===== config.mk =====
export PLATFORM = sky130hd
export DESIGN_NAME = ncl_thmn_bank_flat
export DESIGN_NICKNAME = d
export VERILOG_FILES = /design/src/rtl/ncl_pkg.sv /design/src/rtl/ncl_thmn_bank_if.sv /design/src/rtl/ncl_thmn_cell.sv /design/src/rtl/ncl_thmn_bank.sv /design/src/flat_wrapper.sv
export SDC_FILE = /design/constraint.sdc
export NUM_CORES = 1
export LEC_CHECK = 0
export ABC_AREA = 0
export BUFFER_PORTS_ARGS = -buffer_cell sky130_fd_sc_hd__buf_4
export CAP_MARGIN = 25
export CORE_ASPECT_RATIO = 1.1
export CORE_UTILIZATION = 25
export CTS_CLUSTER_SIZE = 8
export DETAILED_ROUTE_END_ITERATION = 8
export PLACE_DENSITY = 0.45
export SYNTH_ARGS = -nofsm -noshare
export SYNTH_HDL_FRONTEND = slang
export SYNTH_HIERARCHICAL = 1
export SYNTH_SLANG_ARGS = --single-unit

===== constraint.sdc =====
create_clock -name clk -period 1.4 [get_ports clk]
set_input_delay 0.28 -clock clk [delete_from_list [all_inputs] [get_ports clk]]
set_output_delay 0.28 -clock clk [all_outputs]
set_load 0.1 [all_outputs]

===== src/rtl/ncl_pkg.sv =====
// Shared NCL definitions: completion phase encoding and a popcount helper.
package ncl_pkg;

  // Widest gate the popcount helper accepts; narrower inputs are zero-extended.
  localparam int POP_MAX = 32;

  typedef enum logic {
    PH_NULL = 1'b0,
    PH_DATA = 1'b1
  } ncl_phase_e;

  // Number of ones in v; callers zero-extend their N-bit rail to POP_MAX.
  function automatic logic [31:0] popcount(input logic [POP_MAX-1:0] v);
    logic [31:0] n;
    n = '0;
    for (int i = 0; i < POP_MAX; i++) n = n + 32'(v[i]);
    return n;
  endfunction

endpackage


===== src/rtl/ncl_thmn_bank_if.sv =====
// Bank-level bus: gate inputs and error clear in, gate outputs and completion out.
interface ncl_thmn_bank_if #(
  parameter int CH    = 4,
  parameter int N     = 2,
  parameter int CNT_W = 8
);
  logic [CH*N-1:0]  a;
  logic             err_clr;
  logic [CH-1:0]    y;
  logic             ko;
  logic [CNT_W-1:0] data_cnt;
  logic             err;

  modport master (output a, err_clr, input y, ko, data_cnt, err);
  modport slave  (input a, err_clr, output y, ko, data_cnt, err);
endinterface


===== src/rtl/ncl_thmn_cell.sv =====
// One THmn gate with hysteresis: sets at >= M inputs high, clears only when all low.
module ncl_thmn_cell
  import ncl_pkg::*;
#(
  parameter int N   = 2,
  parameter int M   = 1,
  parameter bit INV = 1'b0
) (
  input  logic         clk,
  input  logic         rst_n,
  input  logic [N-1:0] a,
  output logic         state,
  output logic         y
);

  if (M < 1 || M > N || N > POP_MAX) begin : g_bad_param
    $error("ncl_thmn_cell: need 1 <= M <= N <= 32");
  end

  localparam logic [31:0] M_U = 32'(M);

  logic [31:0] k;
  assign k = popcount(POP_MAX'(a));

  // Threshold reached sets, full NULL clears, anything in between holds.
  always_ff @(posedge clk or negedge rst_n)
    if (!rst_n)         state <= 1'b0;
    else if (k >= M_U)  state <= 1'b1;
    else if (k == '0)   state <= 1'b0;

  // Output polarity is a static inversion of the registered state.
  assign y = state ^ INV;

endmodule


===== src/rtl/ncl_thmn_bank.sv =====
// Bank of CH THmn gates with a registered completion detector, DATA counter and
// sticky protocol-violation flag.
module ncl_thmn_bank
  import ncl_pkg::*;
#(
  parameter int CH    = 4,
  parameter int N     = 2,
  parameter int M     = 1,
  parameter bit INV   = 1'b0,
  parameter int CNT_W = 8
) (
  input  logic              clk,
  input  logic              rst_n,
  ncl_thmn_bank_if.slave    bus
);

  logic [CH-1:0]    st;
  logic [CH-1:0]    any_hi;
  ncl_phase_e       ph;
  logic             ko_q;
  logic [CNT_W-1:0] cnt_q;
  logic             err_q;
  logic             early;
  logic             orphan;

  for (genvar c = 0; c < CH; c++) begin : g_ch
    ncl_thmn_cell #(.N(N), .M(M), .INV(INV)) u_cell (
      .clk   (clk),
      .rst_n (rst_n),
      .a     (bus.a[c*N +: N]),
      .state (st[c]),
      .y     (bus.y[c])
    );
    assign any_hi[c] = |bus.a[c*N +: N];
  end

  // New DATA on a channel that already returned to NULL before the bank did.
  assign early  = (ph == PH_DATA) && |(~st & any_hi);
  // A set channel dropping back to NULL while the DATA wavefront is incomplete.
  assign orphan = (ph == PH_NULL) && |(st & ~any_hi) && |(~st);

  // Completion FSM: flips on full-bank DATA / full-bank NULL, counts DATA wavefronts.
  always_ff @(posedge clk or negedge rst_n)
    if (!rst_n) begin
      ph    <= PH_NULL;
      ko_q  <= 1'b1;
      cnt_q <= '0;
    end else begin
      case (ph)
        PH_NULL: if (&st) begin
          ph    <= PH_DATA;
          ko_q  <= 1'b0;
          cnt_q <= cnt_q + CNT_W'(1);
        end
        PH_DATA: if (~|st) begin
          ph   <= PH_NULL;
          ko_q <= 1'b1;
        end
        default: begin
          ph   <= PH_NULL;
          ko_q <= 1'b1;
        end
      endcase
    end

  // Sticky error; a violation in the same cycle as a clear keeps it set.
  always_ff @(posedge clk or negedge rst_n)
    if (!rst_n)               err_q <= 1'b0;
    else if (early || orphan) err_q <= 1'b1;
    else if (bus.err_clr)     err_q <= 1'b0;

  assign bus.ko       = ko_q;
  assign bus.data_cnt = cnt_q;
  assign bus.err      = err_q;

endmodule


===== src/flat_wrapper.sv =====
// flat-port wrapper written by rule: the top's interface ports become plain ports
module ncl_thmn_bank_flat import ncl_pkg::*;
#(
  parameter int CH    = 4,
  parameter int N     = 2,
  parameter int M     = 1,
  parameter bit INV   = 1'b0,
  parameter int CNT_W = 8
)
  (clk, rst_n, bus_a, bus_err_clr, bus_y, bus_ko, bus_data_cnt, bus_err);
  ncl_thmn_bank_if #(.CH(CH), .N(N), .CNT_W(CNT_W)) bus_i ();
  input  logic clk;
  input  logic rst_n;
  input wire logic [$bits(bus_i.a)-1:0] bus_a;
  input wire logic [$bits(bus_i.err_clr)-1:0] bus_err_clr;
  output wire logic [$bits(bus_i.y)-1:0] bus_y;
  output wire logic [$bits(bus_i.ko)-1:0] bus_ko;
  output wire logic [$bits(bus_i.data_cnt)-1:0] bus_data_cnt;
  output wire logic [$bits(bus_i.err)-1:0] bus_err;
  assign bus_i.a = bus_a;
  assign bus_i.err_clr = bus_err_clr;
  assign bus_y = bus_i.y;
  assign bus_ko = bus_i.ko;
  assign bus_data_cnt = bus_i.data_cnt;
  assign bus_err = bus_i.err;
  ncl_thmn_bank #(.CH(CH), .N(N), .M(M), .INV(INV), .CNT_W(CNT_W)) u_core (.clk(clk), .rst_n(rst_n), .bus(bus_i));
endmodule

# Word-level counts from Yosys, hierarchy flattened
# Cells that the tools add are included.
# word_totals
rom_bits	0
ramBits	0
memories	0
register_bits	15
out_inout_bits	14
latch_bits	0
wordCells	64
input_bits	11
# classes
n_addsub	5
shift	0
n_lt_le_gt_ge	4
bitwise_logic	5
mul	0
div	0
n_mux	16
eq_ne	2
reduce_logical	24
# ops
operator	n
logical NOT 32 bit	4
OR reduction 4 bit	4
2-to-1 mux 1 bit	14
nonzero test 2 bit	5
adder 1 x 1 -> 2 bit	4
adder 8 x 1 -> 8 bit (second input constant)	1
AND 4 bit	2
>= comparator 2 x 1 -> 1 bit (second input constant)	4
inverter 4 bit	2
OR reduction 2 bit	4
AND reduction 5 bit	1
inequality test 2 bit (second input constant)	2
case mux 1 bit (2 select lines)	2
AND reduction 4 bit	1
logical AND 1 bit	3
AND reduction 2 bit	1
logical OR 1 bit	1
inverter 1 bit	1

# Longest topological paths before layout
# Gate-level depths: netlist (run 1).
# depth
ltp_word	8
mapped_depth	4
ltp_nobuf	4

# By module
# The synthesis (run 1) kept the hierarchy.
# modules_own_cells
module	cells_per_inst	instances	area_per_inst_um2
ncl_thmn_bank	56	1	620.6
ncl_thmn_cell	3	4	38.8

# Worst setup path before layout (run 1)
# OpenSTA, ideal clock, no wires.
# synth_path
path_type	flip-flop to flip-flop
start	register u_core.cnt_q[0], in the netlist u_core/bus.data_cnt[0]
end	register u_core.cnt_q[6], in the netlist u_core/bus.data_cnt[6]
arrival_ns	1.663
t_required_ns	1.238
path_slack_ns	-0.425
period_less_slack_ns	1.825
setup_ns	0.162
n_path_buf	0
stages_incl_launch_ff	5
path_cell_list	dfrtp_1 > ha_1 > nand4_1 > nor3_1 > xor2_1
# synth_between
elab_chain_len	1
# synth_rtl
element	line	text
from (decl)	ncl_thmn_bank.sv:21	logic [CNT_W-1:0] cnt_q;
from (signal assigned)	ncl_thmn_bank.sv:53	cnt_q <= cnt_q + CNT_W'(1);
adder 8 x 1 -> 8 bit	ncl_thmn_bank.sv:53	
# Every way passes these cells.
# A chain may end at the register's enable or synchronous reset.

# Final worst setup path (run 1)
# layout_path
start	register u_core.ko_q, in the netlist u_core/bus.ko
end	output bus_ko
# layout_rtl
element	line	text
from (decl)	ncl_thmn_bank.sv:20	logic ko_q;
from (signal assigned)	ncl_thmn_bank.sv:46	ko_q <= 1'b1;
from (signal assigned)	ncl_thmn_bank.sv:52	ko_q <= 1'b0;
from (signal assigned)	ncl_thmn_bank.sv:57	ko_q <= 1'b1;
to (decl)	flat_wrapper.sv:17	output wire logic [$bits(bus_i.ko)-1:0] bus_ko;
# No word-level cell between the ends.

==> flow_metrics.env, run 1 <==
export IMPL_status="completed"
export IMPL_p_leak_nw=0.499
export IMPL_cts_tree="done"
export IMPL_synth_most_common_cell="dfrtp_1"
export IMPL_dpl_instance_area_um2=1000
export IMPL_synth_edf_count=0
export IMPL_via_per_inst=4.73
export IMPL_clk_path_buf_depth=2
export IMPL_synth_nets=80
export IMPL_die_x_um=55.1
export IMPL_routed_top_layer="met4"
export IMPL_seqCellArea_um2=393
export IMPL_max_cap_violations=0
export IMPL_grt_max_degree=16
export IMPL_dp_final_hpwl_um=1230
export IMPL_ir_drop_uv=657
export IMPL_postLayoutCoreUtil_pct=37.7
export IMPL_yosys_area_top_type_share_pct=45.2
export IMPL_post_route_drc_count=0
export IMPL_io_buffers=24
export IMPL_fin_area_um2=1070
export IMPL_grt_overflow_total=0
export IMPL_slew_headroom_pct=78.8
export IMPL_final_nets=110
export IMPL_clk_latency_ns=0.28
export IMPL_syn_area_um2=776
export IMPL_period_needed_ns=1.34
export IMPL_cellPowerDensity_nw_per_um2=1000
export IMPL_root_buffer="clkbuf_4"
export IMPL_async_flop_share_pct=100
export IMPL_path_buf_inv=1
export IMPL_m1WireLength_um=706
export IMPL_hold_viol=0
export IMPL_gp_congestion=0.718
export IMPL_die_height_um=60.4
export IMPL_synth_commonest_cells="dfrtp_1 (14), nand2_1 (5), xor2_1 (5)"
export IMPL_synthTopCellsByArea="dfrtp_1 (45%), xor2_1 (5.6%), buf_4 (3.9%), dfstp_2 (3.4%), nor3b_2 (3.2%)"
export IMPL_route_met2_wl_um=776
export IMPL_skew_ns=0.0103
export IMPL_fin_tns_setup_ns=0
export IMPL_avgRoutedWirePerCell_um=12.3
export IMPL_clock_sinks=15
export IMPL_cts_buffers=3
export IMPL_fmaxAchievable_mhz=748
export IMPL_initial_core_util_pct=27.2
export IMPL_die_area_um2=3330
export IMPL_grt_first_pass_wirelength_um=2750
export IMPL_io_pins=25
export IMPL_grt_pass1_vias=629
export IMPL_diodes=0
export IMPL_ant_nets=0
export IMPL_synth_cells=68
export IMPL_synth_area_per_cell_um2=11.4
export IMPL_critical_path_cell_chain="buf_8"
export IMPL_ys_warn_count=6
export IMPL_synth_cell_type_count=29
export IMPL_cp_max_fo=3
export IMPL_slowest_stage="dfstp_2"
export IMPL_drt_iter0_drc=6
export IMPL_fp_coreArea_um2=2850
export IMPL_worstSetupPathType="reg -> out"
export IMPL_grt_total_usage_pct=11.7
export IMPL_clk_transition_reported_paths_ns=0.10
export IMPL_rows=20
export IMPL_ys_ff_latch=15
export IMPL_finalMaxSlewViolations=0
export IMPL_firstDrtPassIters=4
export IMPL_vias=615
export IMPL_multi_input_area_um2=363
export IMPL_fillers=311
export IMPL_cp_slowest_stage_delay_ns=0.57
export IMPL_tightest_slew_ns=0.317
export IMPL_hold_class="in -> reg"
export IMPL_drive_gt1_share_pct=49.5
export IMPL_htreeDepth=1
export IMPL_syn2layout_area_growth_pct=38.5
export IMPL_wl_um=1600
export IMPL_worst_setup_path_end_kind="output pin"
export IMPL_wl_met3_um=97
export IMPL_required_ns=1.12
export IMPL_yosysSeqAreaShare_pct=48.5
export IMPL_startpoint_type="flop"
export IMPL_antenna_found_initial=0
export IMPL_synth_area_leader_cell="dfrtp_1"
export IMPL_finalSetupViolCount=0
export IMPL_rsz0062_at_grt="no"
export IMPL_cp_top_family="flip-flops"
export IMPL_yosys_most_used_dff="dfrtp_1"
export IMPL_arrival_ns=1.06
export IMPL_finalCritPeriodShare_pct=95.5
-- cell type report --
| class | instances | share of cell area (%) |
|---|---|---|
| flip-flops and latches | 15 | 36.6 |
| multi-input cells | 47 | 33.8 |
| repair buffers | 29 | 22.6 |
| well taps | 33 | 3.84 |
| clock buffers | 3 | 2.10 |
| inverters | 2 | 0.698 |
| clock inverters | 1 | 0.466 |
-- where the power goes --
part           internal, mW  leakage [nW]  switching, mW  total, mW
Sequential            0.467         0.168         0.0371      0.505
Combinational        0.0916         0.314          0.233      0.324
Clock                 0.106        0.0177          0.145      0.251
Total                 0.665         0.499          0.415       1.08
-- logic make-up after synthesis --
group | synth area share [%]
muxes | 1.45
AOI/OAI and AO/OA | 10.2
adders and majority gates | 1.61
buffers and inverters | 4.84
DFF | 48.5
xor gates and xnor gates | 7.90
and+or+nand+nor | 25.5
-- state kept, by name, summed over array words and instances, names as in the netlist --
register / flops
u_core/bus.data_cnt: 8
u_core/g_ch.u_cell/state: 4
u_core/bus.err: 1
u_core/bus.ko: 1
u_core/ph: 1
-- path summary, 6_finish.rpt --
kind | from | to | slack, ns | cells after the start
max in group asynchronous | rst_n | u_core/bus.ko$_DFFE_PN1P_ | 0.78 | 2
worst max register to register | u_core/g_ch[1].u_cell/state$_DFFE_PN0P_ | u_core/bus.data_cnt[1]$_DFFE_PN0P_ | 0.10 | 4
worst min register to register | u_core/bus.data_cnt[6]$_DFFE_PN0P_ | u_core/bus.data_cnt[6]$_DFFE_PN0P_ | 0.48 | 1
min in group asynchronous | rst_n | u_core/bus.data_cnt[2]$_DFFE_PN0P_ | 0.38 | 2
worst min-delay path | bus_a[0] | u_core/g_ch[0].u_cell/state$_DFFE_PN0P_ | 0.20 | 2
worst max-delay path | u_core/bus.ko$_DFFE_PN1P_ | bus_ko | 0.06 | 1
-- routing by layer --
metal / up-vias / GRT usage (%)
met2: 20 / 18.8
li1: 301 / -
met5: - / 0
met1: 292 / 14.1
met3: 2 / 3.01
met4: 0 / 6.43
-- worst register-to-register path, delay by kind of cell (launching register included) --
family	cells	cell delay [ns]
flip-flops	1	0.40
buffers and inverters	1	0.15
AND/OR/NAND/NOR	2	0.32
multiplexers	1	0.32
-- placed cells by master, fill, tap and decap left out, types with 3 or more instances in the layout --
| master | synthesis | layout |
|---|---|---|
| buf_4 | 4 | 23 |
| dfrtp_2 | 0 | 7 |
| nand2_1 | 5 | 5 |
| xor2_1 | 5 | 5 |
| dfrtp_1 | 14 | 5 |
| buf_6 | 0 | 4 |
| or2_1 | 4 | 4 |
| clkbuf_4 | 0 | 3 |
| nor3_1 | 3 | 3 |
| o21bai_1 | 3 | 3 |
-- through the flow --
step                total power [mW]  std cells  worst slack, ns  hold WS (ns)
floorplan                      0.741         68           0.0343       -0.0156
global placement               0.832        124           0.0666         0.153
detailed placement             0.831        124           0.0731         0.150
CTS                             1.09        129          0.00395         0.184
global route                    1.15        130          0.00314         0.170
finish                          1.08        130           0.0629         0.195
-- repair_timing --
item,4_1_cts,5_1_grt
setup buffers,0,1
resized for setup,4,5
endpoints found under the hold margin,14,0
setup endpoints to repair,4,7
hold buffers,1,0
gates cloned,0,0
Note: power is estimated with default switching activity, not from simulation.
==> run 2, diff against run 1 <==
CELL_PAD_IN_SITES_DETAIL_PLACEMENT = 2   (was default)
CELL_PAD_IN_SITES_GLOBAL_PLACEMENT = 2   (was default)
PLACE_DENSITY = 0.65   (was 0.45)
==> flow_metrics.env, run 2 (synthesized netlist as in run 1, its figures left out) <==
export IMPL_arrival_ns=1.05
export IMPL_max_cap_violations=0
export IMPL_final_common_cell="buf_4"
export IMPL_multi_input_area_um2=373
export IMPL_grt_first_pass_wirelength_um=3040
export IMPL_grt_max_degree=16
export IMPL_antenna_found_initial=0
export IMPL_hold_worst_slack_ns=0.192
export IMPL_gp_congestion=0.688
export IMPL_die_area_um2=3330
export IMPL_finalCritPeriodShare_pct=95.1
export IMPL_cts_buffers=3
export IMPL_layout_setup_ws_ns=0.0686
export IMPL_via_per_inst=4.91
export IMPL_clk_transition_reported_paths_ns=0.09
export IMPL_rsz0062_at_grt="no"
export IMPL_seqCellArea_um2=394
export IMPL_p_seq_share_pct=47.6
export IMPL_finalSetupViolCount=0
export IMPL_switching_share_pct=37.9
export IMPL_cts_tree="done"
export IMPL_cellPowerDensity_nw_per_um2=1010
export IMPL_ant_nets=0
export IMPL_dp_slack_ns=-0.0669
export IMPL_grt_pass1_vias=674
export IMPL_drive_gt1_share_pct=50.5
export IMPL_ir_drop_uv=684
export IMPL_worst_setup_path_end_kind="output pin"
export IMPL_wl_um=1810
export IMPL_syn2layout_area_growth_pct=37.4
export IMPL_cp_top_family="flip-flops"
export IMPL_diodes=0
export IMPL_clk_latency_ns=0.27
export IMPL_grt_overflow_total=0
export IMPL_root_buffer="clkbuf_4"
export IMPL_clock_sinks=15
export IMPL_die_x_um=55.1
export IMPL_slew_headroom_pct=80.4
export IMPL_rows=20
export IMPL_critical_path_cell_chain="buf_6"
export IMPL_finalMaxSlewViolations=0
export IMPL_io_buffers=24
export IMPL_period_needed_ns=1.33
export IMPL_cp_max_fo=3
export IMPL_fp_coreArea_um2=2850
export IMPL_die_height_um=60.4
export IMPL_cp_slowest_stage_delay_ns=0.56
export IMPL_p_sw_mw=0.408
export IMPL_skew_ns=0.00452
export IMPL_post_route_drc_count=0
export IMPL_fillers=331
export IMPL_initial_core_util_pct=27.2
export IMPL_required_ns=1.12
export IMPL_p_leak_nw=0.487
export IMPL_hold_class="in -> reg"
export IMPL_clk_path_buf_depth=2
export IMPL_hold_viol=0
export IMPL_dpl_instance_area_um2=996
export IMPL_status="completed"
export IMPL_io_pins=25
export IMPL_path_buf_inv=1
export IMPL_vias=628
export IMPL_cts_setup_buffers=0
export IMPL_fmaxAchievable_mhz=751
export IMPL_grt_total_usage_pct=13.3
export IMPL_largest_reg_flops=8
export IMPL_avgRoutedWirePerCell_um=14.1
export IMPL_tightest_slew_ns=0.291
export IMPL_startpoint_type="flop"
export IMPL_p_int_mw=0.667
export IMPL_slowest_stage="dfstp_2"
export IMPL_final_cell_mix="buf_4 (21), dfrtp_2 (8), buf_6 (5), nand2_1 (5), xor2_1 (5)"
export IMPL_dp_final_hpwl_um=1420
export IMPL_fin_area_um2=1070
export IMPL_firstDrtPassIters=1
export IMPL_share_comb_of_total_power_pct=29.9
export IMPL_pwr_share_clk_pct=22.5
export IMPL_worstSetupPathType="reg -> out"
export IMPL_drt_iter0_drc=0
export IMPL_final_nets=108
export IMPL_htreeDepth=1
run 2: cell types whose count changed in the layout (fill, tap and decap cells not counted), sizes merged:
cell,previous run,this run
buf,28,26
clkinv,1,0
clkbuf,3,4
run 2: area by class of cell:
type | instances | area share, %
sequential | 15 | 37.0
multi-input combinational | 47 | 35.0
timing repair buffer | 27 | 21.0
tap | 33 | 3.87
clock buffer | 4 | 2.46
inverter | 2 | 0.704
run 2: metrics by stage:
step / total power [mW] / utilization [%] / instances / TNS, ns
after floorplan: 0.741 / - / 68 / 0
after global placement: 0.828 / 34.9 / 123 / 0
after detailed placement: 0.833 / 34.9 / 123 / -0.0669
after CTS: 1.09 / 36.7 / 128 / 0
after global routing: 1.15 / 37.4 / 128 / 0
final: 1.07 / 37.4 / 128 / 0
run 2: power groups by stage:
stage | Clock [mW] | Combinational, mW | Sequential (mW)
2_1_floorplan | 0 | 0.0984 | 0.643
3_3_place_gp | 0 | 0.313 | 0.515
3_5_place_dp | 0 | 0.315 | 0.519
4_1_cts | 0.261 | 0.320 | 0.512
5_1_grt | 0.293 | 0.338 | 0.518
6_report | 0.242 | 0.321 | 0.511
run 2: final timing paths:
| check | startpoint | endpoint | slack [ns] | cells after the start |
|---|---|---|---|---|
| max | u_core/bus.ko$_DFFE_PN1P_ | bus_ko | 0.07 | 1 |
| min | bus_a[0] | u_core/g_ch[0].u_cell/state$_DFFE_PN0P_ | 0.19 | 2 |
| max reg2reg | u_core/g_ch[2].u_cell/state$_DFFE_PN0P_ | u_core/bus.data_cnt[7]$_DFFE_PN0P_ | 0.09 | 3 |
| min reg2reg | u_core/bus.data_cnt[7]$_DFFE_PN0P_ | u_core/bus.data_cnt[7]$_DFFE_PN0P_ | 0.48 | 1 |
| max in group asynchronous | rst_n | u_core/bus.ko$_DFFE_PN1P_ | 0.76 | 2 |
| min in group asynchronous | rst_n | u_core/bus.data_cnt[6]$_DFFE_PN0P_ | 0.39 | 2 |
run 2: metal layers:
layer,up-vias,GRT usage [%],routed length (um)
met4,0,5.36,9
li1,296,-,-
met3,2,2.26,98
met1,311,14.8,744
met2,19,24.4,955
met5,-,0,0
run 2: what timing repair did:
action / CTS / global route
hold buffers: 1 / 0
endpoints found under the setup margin: 5 / 8
endpoints found under the hold margin: 14 / 0
gates resized for setup: 6 / 5
==> run 3, diff against run 2 <==
CORE_ASPECT_RATIO = 0.5   (was 1.1)
==> flow_metrics.env, run 3 (synthesized netlist as in run 1, its figures left out) <==
export IMPL_layout_setup_ws_ns=0.0343
export IMPL_cp_top_family="flip-flops"
export IMPL_via_per_inst=4.77
export IMPL_rows=13
export IMPL_die_x_um=80.8
export IMPL_dp_slack_ns=0.0342
export IMPL_cp_num_cells=1
export IMPL_drive_gt1_share_pct=49.0
export IMPL_cts_buffers=3
export IMPL_cts_tree="done"
export IMPL_hold_class="in -> reg"
export IMPL_reg2reg_depth=3
export IMPL_avgRoutedWirePerCell_um=15.2
export IMPL_slowest_stage="dfstp_2"
export IMPL_arrival_ns=1.09
export IMPL_final_nets=111
export IMPL_hold_depth=2
export IMPL_ir_drop_uv=401
export IMPL_final_cell_mix="buf_4 (26), dfrtp_2 (7), nand2_1 (5), xor2_1 (5), dfrtp_1 (5)"
export IMPL_grt_total_usage_pct=14.3
export IMPL_hold_viol=0
export IMPL_gp_congestion=0.705
export IMPL_io_pins=25
export IMPL_seqCellArea_um2=393
export IMPL_root_buffer="clkbuf_8"
export IMPL_period_needed_ns=1.37
export IMPL_wl_um=2050
export IMPL_die_area_um2=3340
export IMPL_worst_setup_path_end_kind="output pin"
export IMPL_fin_tns_setup_ns=0
export IMPL_largest_reg_flops=8
export IMPL_htreeDepth=1
export IMPL_fp_coreArea_um2=2770
export IMPL_firstDrtPassIters=2
export IMPL_post_route_drc_count=0
export IMPL_startpoint_type="flop"
export IMPL_antenna_found_initial=0
export IMPL_slew_headroom_pct=74.7
export IMPL_fillers=318
export IMPL_skew_ns=0.00878
export IMPL_syn2layout_area_growth_pct=41.0
export IMPL_grt_first_pass_wirelength_um=3290
export IMPL_tightest_slew_ns=0.379
export IMPL_clock_sinks=15
export IMPL_hold_worst_slack_ns=0.226
export IMPL_finalCritPeriodShare_pct=97.5
export IMPL_status="completed"
export IMPL_finalPower_mw=1.20
export IMPL_max_cap_violations=0
export IMPL_initial_core_util_pct=28.1
export IMPL_fmaxAchievable_mhz=732
export IMPL_postLayoutCoreUtil_pct=39.5
export IMPL_worstSetupPathType="reg -> out"
export IMPL_finalMaxSlewViolations=0
export IMPL_multi_input_area_um2=363
export IMPL_grt_max_degree=16
export IMPL_vias=644
export IMPL_die_height_um=41.4
export IMPL_p_leak_nw=0.504
export IMPL_clk_path_buf_depth=2
export IMPL_rsz0062_at_grt="no"
export IMPL_cellPowerDensity_nw_per_um2=1100
export IMPL_path_buf_inv=1
export IMPL_grt_pass1_vias=658
export IMPL_drt_iter0_drc=17
export IMPL_critical_path_cell_chain="buf_4"
export IMPL_clk_latency_ns=0.25
export IMPL_cts_setup_buffers=0
export IMPL_finalSetupViolCount=0
export IMPL_clk_transition_reported_paths_ns=0.07
export IMPL_final_common_cell="buf_4"
export IMPL_dp_final_hpwl_um=1560
export IMPL_cp_slowest_stage_delay_ns=0.54
export IMPL_diodes=0
export IMPL_required_ns=1.12
export IMPL_cp_max_fo=3
export IMPL_io_buffers=24
export IMPL_ant_nets=0
export IMPL_grt_overflow_total=0
## run 3: final timing paths
| kind | start | end | slack, ns |
|---|---|---|---|
| worst max-delay path | u_core/bus.ko$_DFFE_PN1P_ | bus_ko | 0.03 |
| worst min-delay path | bus_a[0] | u_core/g_ch[0].u_cell/state$_DFFE_PN0P_ | 0.23 |
| worst max register to register | u_core/ph$_DFF_PN0_ | u_core/bus.data_cnt[5]$_DFFE_PN0P_ | 0.09 |
| worst min register to register | u_core/bus.data_cnt[7]$_DFFE_PN0P_ | u_core/bus.data_cnt[7]$_DFFE_PN0P_ | 0.47 |
| max in group asynchronous | rst_n | u_core/bus.ko$_DFFE_PN1P_ | 0.74 |
| min in group asynchronous | rst_n | u_core/g_ch[1].u_cell/state$_DFFE_PN0P_ | 0.42 |
## run 3: layout make-up
cell class / instances / share of cell area (%)
clock buffers: 4 / 4.12
inverters: 2 / 0.686
multi-input cells: 47 / 33.2
flip-flops and latches: 15 / 35.9
well taps: 37 / 4.23
repair buffers: 30 / 21.9
## run 3: what timing repair did
item | 4_1_cts | 5_1_grt
hold buffers | 1 | 0
hold endpoints to repair | 14 | 0
gates resized for setup | 3 | 3
endpoints found under the setup margin | 2 | 3
gates cloned | 0 | 0
## run 3: report_power, final
group	internal, mW	switching, mW	total [mW]
clock network	0.202	0.159	0.360
logic	0.0951	0.241	0.336
registers	0.468	0.0374	0.506
total	0.765	0.437	1.20
## run 3: metrics by stage
step / cell area (um^2) / cells
finish: 1090 / 135
global route: 1090 / 135
CTS: 1090 / 135
detailed placement: 1020 / 130
global placement: 1020 / 130
floorplan: 790 / 68
## run 3: routing by layer
layer / part of all wire [%] / vias up / global-route usage, %
met5: 0 / - / 0
met4: 0.93 / 0 / 6.70
met3: 3.6 / 2 / 3.48
met2: 49 / 14 / 26.1
met1: 46 / 327 / 16.9
li1: - / 301 / -
